[config.mk]
export PLATFORM = sky130hd
export DESIGN_NAME = rr_arbiter_1hot
export DESIGN_NICKNAME = d
export VERILOG_FILES = /design/src/rtl/rr_arbiter_1hot.sv
export SDC_FILE = /design/constraint.sdc
export NUM_CORES = 1
export LEC_CHECK = 0
export ABC_AREA = 1
export CORE_ASPECT_RATIO = 2
export CORE_UTILIZATION = 25
export DETAILED_ROUTE_END_ITERATION = 10
export DONT_BUFFER_PORTS = 1
export PLACE_DENSITY = 0.4
export REMOVE_ABC_BUFFERS = 1
export SKIP_LAST_GASP = 1
export SLEW_MARGIN = 20
export SYNTH_ARGS = -nofsm -noshare
export SYNTH_HDL_FRONTEND = slang
export SYNTH_SLANG_ARGS = --single-unit
[constraint.sdc]
create_clock -name clk -period 2.97 [get_ports clk]
set_clock_uncertainty 0.15 [all_clocks]
set_input_delay 0.891 -clock clk [delete_from_list [all_inputs] [get_ports clk]]
set_output_delay 0.891 -clock clk [all_outputs]
set_load 0.01 [all_outputs]
[src/rtl/rr_arbiter_1hot.sv]
// Round-robin arbiter producing a registered one-hot grant for the one-hot
// N:1 data muxes. It holds the grant through stalls and keeps it across
// locked bursts. Re-arbitration on a released beat happens in the same cycle,
// so the next grant follows with no idle bubble.
//
// state | meaning
// IDLE  | no grant outstanding, arbitrate on any request
// BUSY  | grant live, waiting for transfer / burst end / abort

module rr_arbiter_1hot #(
   parameter int N    = 8,
   parameter int IDXW = $clog2(N)
) (
   input  logic            clk,
   input  logic            rst_n,
   input  logic [N-1:0]    req,
   input  logic [N-1:0]    lock,
   input  logic            out_ready,
   output logic [N-1:0]    grant,
   output logic [IDXW-1:0] grant_idx,
   output logic            grant_vld,
   output logic            xfer
);

   typedef enum logic {IDLE, BUSY} state_t;

   localparam logic [IDXW-1:0] LAST_RST = IDXW'(N - 1);

   state_t            state, state_nxt;
   logic [N-1:0]      grant_nxt;
   logic [IDXW-1:0]   idx_nxt;
   logic [IDXW-1:0]   last, last_nxt;
   logic [IDXW-1:0]   scan_from;
   logic [IDXW-1:0]   cand;
   logic [IDXW-1:0]   win_idx;
   logic              win_found;

   assign grant_vld = (state == BUSY);
   assign xfer      = grant_vld & out_ready;

   // While a grant is live the holder becomes lowest priority on release,
   // so the scan starts after the current index rather than the stored pointer.
   assign scan_from = (state == BUSY) ? grant_idx : last;

   // Pick the first set request scanning scan_from+1, scan_from+2 ... mod N.
   always_comb begin
      win_found = 1'b0;
      win_idx   = '0;
      cand      = '0;
      for (int k = 1; k <= N; k++) begin
         cand = IDXW'((int'(scan_from) + k) % N);
         if (!win_found && req[cand]) begin
            win_found = 1'b1;
            win_idx   = cand;
         end
      end
   end

   // Next-state and next-grant selection.
   always_comb begin
      state_nxt = state;
      grant_nxt = grant;
      idx_nxt   = grant_idx;
      last_nxt  = last;
      if (state == IDLE) begin
         if (win_found) begin
            state_nxt = BUSY;
            grant_nxt = {{(N-1){1'b0}}, 1'b1} << win_idx;
            idx_nxt   = win_idx;
         end
      end else begin
         if (out_ready) begin
            if (!lock[grant_idx]) begin
               last_nxt = grant_idx;
               if (win_found) begin
                  grant_nxt = {{(N-1){1'b0}}, 1'b1} << win_idx;
                  idx_nxt   = win_idx;
               end else begin
                  state_nxt = IDLE;
                  grant_nxt = '0;
               end
            end
         end else if (!req[grant_idx]) begin
            // requester withdrew without transferring: drop the grant
            last_nxt  = grant_idx;
            state_nxt = IDLE;
            grant_nxt = '0;
         end
      end
   end

   // State, grant and priority pointer registers.
   always_ff @(posedge clk or negedge rst_n) begin
      if (!rst_n) begin
         state     <= IDLE;
         grant     <= '0;
         grant_idx <= '0;
         last      <= LAST_RST;
      end else begin
         state     <= state_nxt;
         grant     <= grant_nxt;
         grant_idx <= idx_nxt;
         last      <= last_nxt;
      end
   end

   // Grant must stay a legal mux select at all times.
   assert property (@(posedge clk) disable iff (!rst_n)
      $onehot0(grant) && (grant_vld == (|grant)) && (!grant_vld || grant[grant_idx]));

endmodule
==> out/qor.yml <==
timing:
  finalSetupViolations: 0
  rsz0062_at_grt: "false"
  whs_ns: 0.175
  finalHoldViolations: 0
  min_period_over_period_pct: 92.4
  relSlewSlack_pct: 79.0
  period_minus_slack_ns: 2.74
  tightest_slew_ns: 0.315
  fmax_mhz: 365
  slew_viol_final: 0
  tns_ns: 0
layout:
  design_area_sq_um: 2350
  area_growth_pct: 17.6
  post-route-util_pct: 30.7
  final_common_cell: "nand2_1"
  most-common-layout-cells: "76 x nand2_1, 67 x nand3_1, 32 x inv_1, 23 x buf_4, 17 x nor2_1"
  nNetsFinal: 356
  drive_gt1_share_pct: 27.8
  antennaDiodeCount: 0
worst_setup_path:
  startpoint: "last[0]"
  worst-setup-path-type: "register to register"
  crit_chain: "inv_1 > nand2_2 > nand2_2 > ha_4 > buf_6 > nand3_1 > nand3_1 > nand2_2 > nand3_1 > nor2_1 > nor2_1 > nand3_1 > nor2_2 > nand3_2 > buf_4 > nand2_1 > o21ai_1"
  critPathMaxFanout: 10
  critPathBufInv: 3
  cpMostUsedCell: "nand3_1"
  start_kind: "register"
  cpPeakStageDelay_ns: 0.52
  crit_slowest_cell: "dfstp_2"
  critPathTopFamily: "simple AND/OR/NAND/NOR gates"
  end_kind: "register"
  critPathArrivalTime_ns: 2.74
  reg2reg_from: "last[0]"
  required_ns: 2.97
route:
  avgViaCountPerCell: 5.09
  antenna_left: 0
  dr_wl_met2_microns: 4310
  wl_met1_microns: 2280
  drcViolationCount: 0
  wl_per_cell_microns: 16.8
  dr.pass1.iters: 4
  drt-total-wl_microns: 7210
  vias: 2177
  top_layer_used: "met4"
  wl_met3_microns: 246
  drt_iter0_drc: 60
yosys:
  synth-edff-count: 0
  yosysWarnings: 0
  synthArstFlopShare_pct: 100
  yosysUniqueCellTypes: 32
  synthCells: 314
  netlist_area_sq_um: 2000
  ys_seq_area_share_pct: 19.0
  synth_ff_type: "dfrtp_1"
  synth_area_per_cell_sq_um: 6.36
  synth_seq_cells: 15
clock_network:
  hold_buffers: 0
  cts_buffers: 3
  cts_max_level: 1
  cts_tree: "built"
  clk_latency_ns: 0.26
  clk_pin_slew_ns: 0.05
  cts_root_buffer: "clkbuf_16"
  cts_max_path_buffers: 2
  clock_sinks: 15
global_routing:
  grt_pass1_vias: 2226
  grtUsageTotal_pct: 18.5
  grt_max_degree: 18
  grt_overflow_total: 0
  antenna_found_initial: 0
  grt_pass1_wl_microns: 11300
die:
  die_w_microns: 65.2
  core_area_sq_um: 7660
  die_area_sq_um: 8370
  start_util_pct: 26.1
  io_pins: 32
  die_h_microns: 128
  fp-row-count: 45
placed_design:
  dpl_cell_area_sq_um: 2180
  portBuffers: 0
  gp_congestion: 0.878
  place_hpwl_microns: 6130
flow_run:
  maxCapViolations: 0
run_status:
  status: "finished, final reports clean"
hold_path:
  hp-class: "primary input to asynchronous set/reset pin"
-- metal layers --
metal	track usage, %	vias up
li1	-	1086
met1	15.1	1010
met2	38.8	57
met3	2.04	24
met4	11.4	0
met5	0	-
-- stage by stage --
| stage | setup WS (ns) | cells |
|---|---|---|
| floorplan | 0.0135 | 305 |
| global placement | -0.0364 | 420 |
| detailed placement | -0.0343 | 420 |
| CTS | 0.0310 | 424 |
| global route | 0.00630 | 428 |
| finish | 0.227 | 428 |
-- timing repair --
item,4_1_cts,5_1_grt
endpoints found under the setup margin,6,11
pin swaps,0,4
gates resized for setup,1,12
setup buffers,0,4
cloned,0,0
-- path summary, 6_finish.rpt --
| check | end | slack, ns | cells after the start |
|---|---|---|---|
| worst min register to register | grant[2] | 0.40 | 2 |
| worst max-delay path | grant_idx[1] | 0.23 | 17 |
| min in group clk | grant[2] | 0.40 | 2 |
| worst max register to register | grant_idx[1] | 0.23 | 17 |
| worst min-delay path | grant[5] | 0.17 | 0 |
| max in group asynchronous | last[1] | 2.32 | 0 |
-- cell type report --
type,instances,area (sq um)
Inverter,38,158
Clock inverter,1,5.00
Fill cell,918,5310
Timing Repair Buffer,25,195
Clock buffer,3,75.1
Tap cell,94,118
Multi-Input combinational cell,252,1420
Sequential cell,15,380
-- Yosys cell counts (2+ instances only) --
cell type | count | area share (%)
o21ai_0 | 13 | 3.3
o221ai_1 | 2 | 0.88
o21ai_1 | 3 | 0.75
nor2_2 | 6 | 1.9
nand4_2 | 2 | 1.3
nor2_1 | 18 | 3.4
dfrtp_1 | 12 | 15
o21ai_2 | 3 | 1.3
nand2_1 | 77 | 14
inv_4 | 2 | 0.63
nand3_2 | 9 | 4.5
inv_1 | 33 | 6.2
a21oi_1 | 9 | 2.3
nand2_4 | 5 | 2.8
ha_1 | 2 | 1.3
dfstp_2 | 3 | 4.0
inv_2 | 2 | 0.38
buf_4 | 2 | 0.75
buf_6 | 6 | 3.4
nand4_1 | 8 | 2.5
nand3_1 | 71 | 18
nand2_2 | 14 | 4.4
nor2_4 | 3 | 1.7
-- logic make-up (layout without fill, tap and decap cells) --
family	after synthesis	count (layout)	share of synthesized area, %
simple gates	215	215	56.8
compound gates	35	35	10.8
buf+inv	47	67	12.1
flops	15	15	19.0
fa+ha+maj	2	2	1.25
-- sequential cells by signal, indices dropped and copies added, names as in the netlist --
| register | count |
|---|---|
| grant | 8 |
| grant_idx | 3 |
| last | 3 |
| grant_vld | 1 |
Power is not shown: default switching activity piles up to over one toggle a cycle in this logic, so the estimate is an artifact.
